===== config.mk =====
export PLATFORM = sky130hd
export DESIGN_NAME = uart_echo_channel
export DESIGN_NICKNAME = d
export VERILOG_FILES = /design/src/rtl/uart_pkg.sv /design/src/rtl/uart_sync_fifo.sv /design/src/rtl/uart_echo_channel.sv
export SDC_FILE = /design/constraint.sdc
export NUM_CORES = 1
export LEC_CHECK = 0
export BUFFER_PORTS_ARGS = -buffer_cell sky130_fd_sc_hd__buf_2
export CAP_MARGIN = 5
export CORE_ASPECT_RATIO = 0.9
export CORE_UTILIZATION = 55
export DETAILED_ROUTE_END_ITERATION = 16
export PLACE_DENSITY = 0.78
export SLEW_MARGIN = 20
export SYNTH_ARGS = -nofsm -noshare
export SYNTH_HDL_FRONTEND = slang
export SYNTH_SLANG_ARGS = --single-unit

===== constraint.sdc =====
create_clock -name clock -period 3 [get_ports clock]
set_input_delay 0.3 -clock clock [delete_from_list [all_inputs] [get_ports clock]]
set_output_delay 0.3 -clock clock [all_outputs]
set_load 0.01 [all_outputs]

===== src/rtl/uart_pkg.sv =====
// Shared encodings and constants for the UART echo channel.
// Holds mode/state enums, oversampling timing and ASCII case-folding constants.
package uart_pkg;

    typedef enum logic [1:0] {
        MODE_ECHO  = 2'b00,
        MODE_UPPER = 2'b01,
        MODE_MUTE  = 2'b10,
        MODE_HOLD  = 2'b11
    } mode_t;

    typedef enum logic [1:0] {
        RX_IDLE  = 2'd0,
        RX_START = 2'd1,
        RX_DATA  = 2'd2,
        RX_STOP  = 2'd3
    } rx_state_t;

    typedef enum logic [1:0] {
        TX_IDLE  = 2'd0,
        TX_START = 2'd1,
        TX_DATA  = 2'd2,
        TX_STOP  = 2'd3
    } tx_state_t;

    localparam int OVERSAMPLE   = 16;
    localparam int START_SAMPLE = 7;

    localparam logic [7:0] ASCII_LOWER_A = 8'h61;
    localparam logic [7:0] ASCII_LOWER_Z = 8'h7A;
    localparam logic [7:0] CASE_OFFSET   = 8'h20;

endpackage


===== src/rtl/uart_sync_fifo.sv =====
// Single-clock first-word-fall-through FIFO; dout always shows the oldest entry.
// A push while full is dropped unless a pop in the same cycle frees a slot.
module uart_sync_fifo
#(
    parameter int WIDTH = 8,
    parameter int DEPTH = 16
) (
    input  logic                     clock,
    input  logic                     reset,
    input  logic                     push,
    input  logic                     pop,
    input  logic [WIDTH-1:0]         din,
    output logic [WIDTH-1:0]         dout,
    output logic                     full,
    output logic                     empty,
    output logic [$clog2(DEPTH):0]   level
);
    localparam int AW = $clog2(DEPTH);
    localparam logic [AW:0] FULL_LEVEL = DEPTH[AW:0];

    logic [WIDTH-1:0] mem_reg [DEPTH];
    logic [AW-1:0]    wr_ptr_reg;
    logic [AW-1:0]    rd_ptr_reg;
    logic [AW:0]      level_reg;
    logic             do_push;
    logic             do_pop;

    assign empty   = (level_reg == '0);
    assign full    = (level_reg == FULL_LEVEL);
    assign do_pop  = pop && !empty;
    assign do_push = push && (!full || do_pop);
    assign dout    = mem_reg[rd_ptr_reg];
    assign level   = level_reg;

    always_ff @(posedge clock) begin
        if (do_push) begin
            mem_reg[wr_ptr_reg] <= din;
        end
    end

    always_ff @(posedge clock or negedge reset) begin
        if (!reset) begin
            wr_ptr_reg <= '0;
            rd_ptr_reg <= '0;
            level_reg  <= '0;
        end else begin
            if (do_push) begin
                wr_ptr_reg <= wr_ptr_reg + 1'b1;
            end
            if (do_pop) begin
                rd_ptr_reg <= rd_ptr_reg + 1'b1;
            end
            case ({do_push, do_pop})
                2'b10:   level_reg <= level_reg + 1'b1;
                2'b01:   level_reg <= level_reg - 1'b1;
                default: level_reg <= level_reg;
            endcase
        end
    end

endmodule


===== src/rtl/uart_echo_channel.sv =====
// Host-link UART echo channel: 16x oversampled receiver -> FIFO -> transmitter,
// with echo/uppercase/mute/hold modes and saturating overrun/framing counters.
module uart_echo_channel
    import uart_pkg::*;
#(
    parameter int CLK_DIV    = 651,
    parameter int DATA_BITS  = 8,
    parameter int FIFO_DEPTH = 16,
    parameter int STOP_TICKS = 16
) (
    input  logic                          clock,
    input  logic                          reset,
    input  logic                          rx,
    output logic                          tx,
    input  logic [1:0]                    mode,
    output logic [$clog2(FIFO_DEPTH):0]   fifo_level,
    output logic [15:0]                   overrun_count,
    output logic [15:0]                   frame_error_count,
    output logic                          busy
);
    localparam int DIV_W        = $clog2(CLK_DIV);
    localparam int DIV_LAST_I   = CLK_DIV - 1;
    localparam int OS_LAST_I    = OVERSAMPLE - 1;
    localparam int START_LAST_I = START_SAMPLE - 1;
    localparam int STOP_LAST_I  = STOP_TICKS - 1;
    localparam int BIT_LAST_I   = DATA_BITS - 1;

    localparam logic [DIV_W-1:0] DIV_LAST      = DIV_LAST_I[DIV_W-1:0];
    localparam logic [3:0]       RX_OS_LAST    = OS_LAST_I[3:0];
    localparam logic [3:0]       RX_START_LAST = START_LAST_I[3:0];
    localparam logic [4:0]       TX_OS_LAST    = OS_LAST_I[4:0];
    localparam logic [4:0]       TX_STOP_LAST  = STOP_LAST_I[4:0];
    localparam logic [2:0]       BIT_LAST      = BIT_LAST_I[2:0];

    // Reset asserts immediately but releases only on a clock edge.
    logic [1:0] rst_sync_reg;
    logic       rst_n;

    always_ff @(posedge clock or negedge reset) begin
        if (!reset) begin
            rst_sync_reg <= 2'b00;
        end else begin
            rst_sync_reg <= {rst_sync_reg[0], 1'b1};
        end
    end

    assign rst_n = rst_sync_reg[1];

    logic [DIV_W-1:0] div_reg;
    logic             tick;

    always_ff @(posedge clock or negedge rst_n) begin
        if (!rst_n) begin
            div_reg <= '0;
        end else if (div_reg == DIV_LAST) begin
            div_reg <= '0;
        end else begin
            div_reg <= div_reg + 1'b1;
        end
    end

    assign tick = (div_reg == DIV_LAST);

    logic rx_meta_reg;
    logic rx_sync_reg;
    logic rx_prev_reg;
    logic rx_fall;

    always_ff @(posedge clock or negedge rst_n) begin
        if (!rst_n) begin
            rx_meta_reg <= 1'b1;
            rx_sync_reg <= 1'b1;
            rx_prev_reg <= 1'b1;
        end else begin
            rx_meta_reg <= rx;
            rx_sync_reg <= rx_meta_reg;
            rx_prev_reg <= rx_sync_reg;
        end
    end

    assign rx_fall = rx_prev_reg && !rx_sync_reg;

    rx_state_t  rx_state_reg, rx_state_next;
    logic [3:0] rx_tick_reg,  rx_tick_next;
    logic [2:0] rx_bit_reg,   rx_bit_next;
    logic [7:0] rx_shift_reg, rx_shift_next;
    logic       rx_done;
    logic       frame_err;

    always_ff @(posedge clock or negedge rst_n) begin
        if (!rst_n) begin
            rx_state_reg <= RX_IDLE;
            rx_tick_reg  <= '0;
            rx_bit_reg   <= '0;
            rx_shift_reg <= '0;
        end else begin
            rx_state_reg <= rx_state_next;
            rx_tick_reg  <= rx_tick_next;
            rx_bit_reg   <= rx_bit_next;
            rx_shift_reg <= rx_shift_next;
        end
    end

    always_comb begin
        rx_state_next = rx_state_reg;
        rx_tick_next  = rx_tick_reg;
        rx_bit_next   = rx_bit_reg;
        rx_shift_next = rx_shift_reg;
        rx_done       = 1'b0;
        frame_err     = 1'b0;
        case (rx_state_reg)
            RX_IDLE: begin
                if (rx_fall) begin
                    rx_state_next = RX_START;
                    rx_tick_next  = '0;
                end
            end
            RX_START: begin
                if (tick) begin
                    if (rx_tick_reg == RX_START_LAST) begin
                        rx_tick_next  = '0;
                        rx_bit_next   = '0;
                        rx_state_next = rx_sync_reg ? RX_IDLE : RX_DATA;
                    end else begin
                        rx_tick_next = rx_tick_reg + 1'b1;
                    end
                end
            end
            RX_DATA: begin
                if (tick) begin
                    if (rx_tick_reg == RX_OS_LAST) begin
                        rx_tick_next  = '0;
                        // LSB arrives first, so shift in from the top.
                        rx_shift_next = {rx_sync_reg, rx_shift_reg[7:1]};
                        if (rx_bit_reg == BIT_LAST) begin
                            rx_state_next = RX_STOP;
                        end else begin
                            rx_bit_next = rx_bit_reg + 1'b1;
                        end
                    end else begin
                        rx_tick_next = rx_tick_reg + 1'b1;
                    end
                end
            end
            RX_STOP: begin
                if (tick) begin
                    if (rx_tick_reg == RX_OS_LAST) begin
                        rx_tick_next  = '0;
                        rx_state_next = RX_IDLE;
                        rx_done       = rx_sync_reg;
                        frame_err     = !rx_sync_reg;
                    end else begin
                        rx_tick_next = rx_tick_reg + 1'b1;
                    end
                end
            end
            default: rx_state_next = RX_IDLE;
        endcase
    end

    logic [DATA_BITS-1:0] rx_data;
    logic [DATA_BITS-1:0] push_data;

    assign rx_data = rx_shift_reg[7 -: DATA_BITS];

    generate
        if (DATA_BITS == 8) begin : g_upper
            always_comb begin
                push_data = rx_data;
                if (mode == MODE_UPPER && rx_data >= ASCII_LOWER_A && rx_data <= ASCII_LOWER_Z) begin
                    push_data = rx_data - CASE_OFFSET;
                end
            end
        end else begin : g_plain
            assign push_data = rx_data;
        end
    endgenerate

    logic                 fifo_push;
    logic                 fifo_pop;
    logic                 fifo_full;
    logic                 fifo_empty;
    logic [DATA_BITS-1:0] fifo_dout;
    logic                 overrun;

    assign fifo_push = rx_done && (mode != MODE_MUTE);
    assign overrun   = fifo_push && fifo_full && !fifo_pop;

    uart_sync_fifo #(
        .WIDTH (DATA_BITS),
        .DEPTH (FIFO_DEPTH)
    ) u_fifo (
        .clock (clock),
        .reset (rst_n),
        .push  (fifo_push),
        .pop   (fifo_pop),
        .din   (push_data),
        .dout  (fifo_dout),
        .full  (fifo_full),
        .empty (fifo_empty),
        .level (fifo_level)
    );

    logic [15:0] overrun_reg;
    logic [15:0] frame_err_reg;

    always_ff @(posedge clock or negedge rst_n) begin
        if (!rst_n) begin
            overrun_reg   <= '0;
            frame_err_reg <= '0;
        end else begin
            if (overrun && overrun_reg != 16'hFFFF) begin
                overrun_reg <= overrun_reg + 1'b1;
            end
            if (frame_err && frame_err_reg != 16'hFFFF) begin
                frame_err_reg <= frame_err_reg + 1'b1;
            end
        end
    end

    assign overrun_count     = overrun_reg;
    assign frame_error_count = frame_err_reg;

    tx_state_t            tx_state_reg, tx_state_next;
    logic [4:0]           tx_tick_reg,  tx_tick_next;
    logic [2:0]           tx_bit_reg,   tx_bit_next;
    logic [DATA_BITS-1:0] tx_shift_reg, tx_shift_next;
    logic                 tx_reg,       tx_next;
    logic                 can_pop;

    assign can_pop = !fifo_empty && (mode != MODE_HOLD);

    always_ff @(posedge clock or negedge rst_n) begin
        if (!rst_n) begin
            tx_state_reg <= TX_IDLE;
            tx_tick_reg  <= '0;
            tx_bit_reg   <= '0;
            tx_shift_reg <= '0;
            tx_reg       <= 1'b1;
        end else begin
            tx_state_reg <= tx_state_next;
            tx_tick_reg  <= tx_tick_next;
            tx_bit_reg   <= tx_bit_next;
            tx_shift_reg <= tx_shift_next;
            tx_reg       <= tx_next;
        end
    end

    always_comb begin
        tx_state_next = tx_state_reg;
        tx_tick_next  = tx_tick_reg;
        tx_bit_next   = tx_bit_reg;
        tx_shift_next = tx_shift_reg;
        tx_next       = tx_reg;
        fifo_pop      = 1'b0;
        case (tx_state_reg)
            TX_IDLE: begin
                if (can_pop) begin
                    fifo_pop      = 1'b1;
                    tx_shift_next = fifo_dout;
                    tx_tick_next  = '0;
                    tx_next       = 1'b0;
                    tx_state_next = TX_START;
                end
            end
            TX_START: begin
                if (tick) begin
                    if (tx_tick_reg == TX_OS_LAST) begin
                        tx_tick_next  = '0;
                        tx_bit_next   = '0;
                        tx_next       = tx_shift_reg[0];
                        tx_state_next = TX_DATA;
                    end else begin
                        tx_tick_next = tx_tick_reg + 1'b1;
                    end
                end
            end
            TX_DATA: begin
                if (tick) begin
                    if (tx_tick_reg == TX_OS_LAST) begin
                        tx_tick_next  = '0;
                        tx_shift_next = tx_shift_reg >> 1;
                        if (tx_bit_reg == BIT_LAST) begin
                            tx_next       = 1'b1;
                            tx_state_next = TX_STOP;
                        end else begin
                            tx_bit_next = tx_bit_reg + 1'b1;
                            tx_next     = tx_shift_reg[1];
                        end
                    end else begin
                        tx_tick_next = tx_tick_reg + 1'b1;
                    end
                end
            end
            TX_STOP: begin
                if (tick) begin
                    if (tx_tick_reg == TX_STOP_LAST) begin
                        // Chain straight into the next frame when data is waiting.
                        if (can_pop) begin
                            fifo_pop      = 1'b1;
                            tx_shift_next = fifo_dout;
                            tx_tick_next  = '0;
                            tx_next       = 1'b0;
                            tx_state_next = TX_START;
                        end else begin
                            tx_tick_next  = '0;
                            tx_state_next = TX_IDLE;
                        end
                    end else begin
                        tx_tick_next = tx_tick_reg + 1'b1;
                    end
                end
            end
            default: tx_state_next = TX_IDLE;
        endcase
    end

    assign tx   = tx_reg;
    assign busy = (rx_state_reg != RX_IDLE) || (tx_state_reg != TX_IDLE) || (fifo_level != '0);

endmodule


# Word level (Yosys, flattened, before mapping)
# Memories as Yosys holds them, arrays and structs flattened.
# Cells that the tools add are included.
# word_totals
n_memories	1
regBits	96
ramBits	128
inputBits	5
word_cells	185
# op_classes
muxes	72
add_sub_neg	12
n_lt_le_gt_ge	2
eq_ne	40
reduce_logical	39
# mem_list
name	depth	width	read_ports	rd_clocked_by_memory_dff	wr	line	text
u_fifo.mem_reg	16	8	1	0	1	uart_sync_fifo.sv:21	logic [WIDTH-1:0] mem_reg [DEPTH];
# op_table
operator	n
two-way mux 8 bit	6
!= test 2 bit, second input constant	20
two-way mux 2 bit	17
adder 16 x 1 -> 16 bit, second input constant	2
!= test 16 bit, second input constant	2
two-way mux 3 bit	10
case mux 8 bit (3 select lines)	1
two-way mux 1 bit	20
two-way mux 4 bit	5
case mux 5 bit (2 select lines)	2
AND reduction 6 bit	3
case mux 2 bit (4 select lines)	2
AND reduction 8 bit	2
two-way mux 5 bit	3
adder 4 x 1 -> 4 bit, second input constant	3
case mux 3 bit (2 select lines)	2
case mux 4 bit (3 select lines)	1
logical AND 1 bit	11
adder 10 x 1 -> 10 bit, second input constant	1
adder 5 x 1 -> 5 bit, second input constant	2
== test 10 bit, second input constant	1
== test 2 bit, second input constant	5
two-way mux 10 bit	1
nonzero test 2 bit	5
other kinds (25)	38

# Depth between registers and ports, before layout
# depth
depth_word	12
mapped_depth	17
depth_no_buf	16

# Cells and area by module
# From an unflattened synthesis, not the netlist that was laid out.
# hier_totals
cells_unflattened	697
hier_area_um2	10279.9
# by_module_without_submodules
mod	n_inst	cells_per_inst	area_each_um2
uart_sync_fifo	1	292	5952.0
uart_echo_channel	1	405	4327.9

# Worst setup path before layout
# OpenSTA, ideal clock, no wires.
# synth_timing
kind	reg-to-reg
from	reg div_reg[5]
to	reg u_fifo.level_reg[4] (netlist: u_fifo.level[4])
stages_incl_launch_ff	16
arrival_time_ps	3412
synth_period_minus_slack_ps	3535
path_slack_ps	-535
cell_sequence	dfrtp_1 > nor4b_2 > nand4_4 > or3_4 > a31oi_4 > inv_1 > buf_2 > ha_1 > xor2_1 > ha_1 > nor2b_1 > a22oi_1 > a2bb2oi_1 > o21ai_0 > nor2b_1 > xnor2_1
# synth_between
elab_chain_len	8
word_cells_on_any_way	13
cone_classes	eq/ne: 3; mux: 5; reduce/logical: 5
# synth_lines
element	line	text
from (decl)	uart_echo_channel.sv:49	logic [DIV_W-1:0] div_reg;
from (signal assigned)	uart_echo_channel.sv:58	div_reg <= div_reg + 1'b1;
== test 10 bit (*)	uart_echo_channel.sv:62	assign tick = (div_reg == DIV_LAST);
two-way mux 1 bit	uart_echo_channel.sv:296	if (tick) begin
case mux 1 bit (2 select lines)	uart_echo_channel.sv:256	case (tx_state_reg)
logical AND 1 bit	uart_sync_fifo.sv:30	assign do_pop = pop && !empty;
logical OR 1 bit	uart_sync_fifo.sv:31	assign do_push = push && (!full || do_pop);
logical AND 1 bit	uart_sync_fifo.sv:31	
== test 2 x 1 -> 1 bit / == test 2 bit (equally long branches)	uart_sync_fifo.sv:53	case ({do_push, do_pop})
case mux 5 bit (2 select lines) / nonzero test 2 bit (equally long branches)	--	
to (signal assigned)	uart_sync_fifo.sv:54	2'b10: level_reg <= level_reg + 1'b1;
to (signal assigned)	uart_sync_fifo.sv:55	2'b01: level_reg <= level_reg - 1'b1;
to (signal assigned)	uart_sync_fifo.sv:56	default: level_reg <= level_reg;
to (decl)	uart_sync_fifo.sv:24	logic [AW:0] level_reg;
# Every way passes the cells marked *; elsewhere a longest branch is shown, timed or not.
# A chain may end at the register's enable or synchronous reset.

# Worst setup path after layout
# layout_timing
from	reg tx_state_reg[1]
to	reg u_fifo.level_reg[4] (netlist: u_fifo.level[4])
# layout_between
elab_chain_len	7
word_cells_on_any_way	10
cone_classes	eq/ne: 3; mux: 2; reduce/logical: 5
# layout_lines
element	line	text
from (decl)	uart_echo_channel.sv:224	tx_state_t tx_state_reg, tx_state_next;
from (signal assigned)	uart_echo_channel.sv:241	tx_state_reg <= tx_state_next;
== test 2 bit / zero test 2 bit (equally long branches)	uart_echo_channel.sv:256	
case mux 1 bit (2 select lines) (*)	uart_echo_channel.sv:256	
logical AND 1 bit (*)	uart_sync_fifo.sv:30	
logical OR 1 bit	uart_sync_fifo.sv:31	
logical AND 1 bit	uart_sync_fifo.sv:31	
== test 2 x 1 -> 1 bit / == test 2 bit (equally long branches)	uart_sync_fifo.sv:53	
case mux 5 bit (2 select lines) / nonzero test 2 bit (equally long branches)	--	
# Marks and branches as above.

==> impl_metrics.json <==
{
  "status": "complete, no violations",
  "root_buffer": "clkbuf_16",
  "largest_register_ffs": 128,
  "cp.arrival_ns": 3.33,
  "nets": 851,
  "rsz0062_at_grt": "yes",
  "area_growth_pct": 16.5,
  "cp-start-kind": "register",
  "leakage_uw": 0.00456,
  "hold_class": "in -> async",
  "die_area_sq_um": 18600,
  "drc": 0,
  "cts_buffers": 22,
  "port-buffer-count": 43,
  "clkPwrFrac_pct": 44.7,
  "p_int_uw": 4840,
  "path_cells": "ha_1 > nor4bb_1 > and4b_2 > o21ai_4 > a31oi_4 > inv_2 > ha_4 > xor2_2 > ha_2 > nor2b_4 > a22oi_2 > a2bb2oi_2 > o21ai_1 > nor2b_2 > xnor2_1",
  "worst_slack_ns": 0.0515,
  "slowest_delay_ns": 0.38,
  "yosysTopAreaCellShare_pct": 38.7,
  "fillers": 1229,
  "powerDensity_nw_per_um2": 518,
  "pre_cts_ws_ns": -0.0878,
  "synth-edff-count": 128,
  "die-height_microns": 130,
  "wl_per_cell_microns": 19.9,
  "yosysTopAreaCell": "edfxtp_1",
  "period_needed_ns": 2.95,
  "tightest_slew_ns": 0.814,
  "grt_overflow": 0,
  "hold_ws_ns": 0.114,
  "seqPwrFrac_pct": 54.4,
  "crit_buf_inv": 1,
  "synth_cell_types": 66,
  "clockBufferDepth": 3,
  "switching_share_pct": 19.2,
  "seq_area_frac_synth_pct": 62.9,
  "ys.warnings.count": 0,
  "grt_max_degree": 60,
  "max_freq_mhz": 339,
  "ir_drop_uv": 466,
  "fin_skew_ns": 0.00988,
  "drv_cap": 0,
  "critPathMaxFanout": 3,
  "async_reset_ff_share_pct": 42.9,
  "synth_area_sq_um": 9940,
  "post-dp-hpwl_mm": 13.8,
  "cts.sinks": 224,
  "first_iter_violations": 732,
  "ios": 44,
  "start_util_pct": 56.3,
  "grt_pass1_vias": 6451,
  "drt_first_pass_iters": 7,
  "cp_slowest_cell": "dfrtp_1",
  "coreArea_sq_um": 17700,
  "setup_viol": 0,
  "p_sw_uw": 1150,
  "clk_pin_slew_ns": 0.06,
  "max-slew-margin-rel_pct": 45.8,
  "antenna_found_initial": 0,
  "synth_seq_cells": 224,
  "report.final.slew_viol_count": 0,
  "tritoncts": "done",
  "fin_crit_sh_pct": 98.3,
  "htreeDepth": 1,
  "syn_avg_cell_area_sq_um": 13.7,
  "end_kind": "register",
  "clock_latency_ns": 0.50,
  "syn-instance-count": 728,
  "dr_total_vias": 6493,
  "ant_nets": 0,
  "antenna_cells": 0,
  "drive_gt1_share_pct": 23.1,
  "combinationalPowerShare_pct": 0.9,
  "cp_data_required_time_ns": 3.38,
  "gp_congestion": 0.853,
  "viasPerCell": 6.03,
  "die_w_microns": 144,
  "crit_family": "simple AND/OR/NAND/NOR gates",
  "std_cell_rows": 46,
  "grt_usage_pct": 23.9,
  "ys.flop_type": "edfxtp_1",
  "final-hold-violation-count": 0,
  "grt_pass1_wl_mm": 34.0,
  "crit_type": "reg -> reg",
  "yosys-top-cells-area": "edfxtp_1 (39%), dfrtp_1 (23%), mux4_2 (3.6%)",
  "routed_wl_mm": 21.4,
  "syn-num-nets": 759
}
[final timing paths]
path,start,to,slack (ns),cells past startpoint
max,tx_state_reg[1],u_fifo.level[4],0.05,15
min reg2reg,rst_sync_reg[0],rst_sync_reg[1],0.35,0
min,reset,rst_sync_reg[0],0.11,2
max reg2reg,tx_state_reg[1],u_fifo.level[4],0.05,15
max in group asynchronous,rst_sync_reg[1],div_reg[1],1.77,1
min in group clock,mode[1],u_fifo.rd_ptr_reg[0],0.33,5
[cells in the final DEF, fill, tap and decap left out, types with 23 or more instances in the layout]
master and instances:
clkbuf_16 23, buf_4 51, xnor2_1 38, edfxtp_1 128
o21ai_0 39, nand3_1 34, dfrtp_1 90, nand2_1 52
buf_2 43, mux2i_1 34, nor2_1 31
[kinds of logic (layout without fill, tap and decap cells)]
logic type                 count (synthesis)  in the layout  share of synthesized area (%)
buffers and inverters                     53            161                           2.06
adders and majority gates                 26             26                           3.27
xor gates and xnor gates                  48             48                           4.23
AOI/OAI and AO/OA                        112            112                           7.98
DFF                                      224            224                           62.9
muxes                                     62             62                           8.41
other                                      1              1                         0.0377
and+or+nand+nor                          202            202                           11.1
[cell usage after synthesis (2+ instances only)]
| library cell | n |
|---|---|
| edfxtp_1 | 128 |
| dfrtp_1 | 92 |
| nand2_1 | 52 |
| o21ai_0 | 40 |
| xnor2_1 | 38 |
| nand3_1 | 35 |
| mux2i_1 | 34 |
| nor2_1 | 31 |
| ha_1 | 26 |
| clkbuf_1 | 22 |
| inv_1 | 22 |
| a221oi_1 | 18 |
| nor3_1 | 17 |
| mux4_2 | 16 |
| a21oi_1 | 13 |
| nand4_1 | 13 |
| mux2_2 | 12 |
| a22oi_1 | 11 |
| and3_1 | 11 |
| xor2_1 | 10 |
| nor3b_1 | 6 |
| nor4b_1 | 6 |
| buf_2 | 5 |
| and2_1 | 4 |
| dfstp_2 | 4 |
| nor2b_1 | 4 |
| a211oi_1 | 3 |
| a21o_1 | 3 |
| o21a_1 | 3 |
| o31ai_1 | 3 |
| a2111oi_4 | 2 |
| a22o_1 | 2 |
| and4_1 | 2 |
| and4b_1 | 2 |
| buf_1 | 2 |
| nand3b_1 | 2 |
| nor4_1 | 2 |
| nor4_4 | 2 |
| o22ai_1 | 2 |
| o32ai_1 | 2 |
[final cells by class]
cell class / instances / area [sq um] / area share [%]
Inverter: 24 / 90.1 / 0.778
Tap cell: 240 / 300 / 2.59
Clock buffer: 33 / 651 / 5.62
Multi-Input combinational cell: 451 / 3590 / 31.0
Clock inverter: 7 / 57.6 / 0.497
Timing Repair Buffer: 97 / 638 / 5.51
Sequential cell: 224 / 6260 / 54.0
[metal layers]
| metal | share of wire (%) | global-route usage (%) |
|---|---|---|
| met1 | 41 | 32.3 |
| met3 | 7.7 | 4.58 |
| met5 | 0 | 0 |
| met2 | 49 | 39.2 |
| met4 | 2.6 | 7.76 |
[stage by stage]
stage	utilization (%)	power [uW]	std cells	cell area [sq um]	TNS [ns]
2_1_floorplan	-	3350	728	9980	-0.722
3_3_place_gp	60.9	3370	1030	10800	0
3_5_place_dp	60.9	3370	1030	10800	-0.0878
4_1_cts	65.3	6030	1075	11500	0
5_1_grt	65.5	6170	1076	11600	-0.155
6_report	65.5	5990	1076	11600	0
[power groups by stage]
| stage | logic, uW | registers (uW) | clock network (uW) |
|---|---|---|---|
| CTS | 53.3 | 3260 | 2720 |
| global route | 62.1 | 3260 | 2840 |
| detailed placement | 49.1 | 3320 | 0 |
| finish | 55.4 | 3260 | 2680 |
| floorplan | 23.1 | 3320 | 0 |
| global placement | 45.9 | 3320 | 0 |
[timing repair]
item / CTS / global route
setup endpoints to repair: 1 / 2
hold endpoints to repair: 3 / 0
hold buffers: 2 / 0
cloned: 0 / 0
pin swaps: 1 / 0
resized for setup: 7 / 7
setup buffers: 3 / 1
Note: power is estimated with default switching activity, not from simulation.
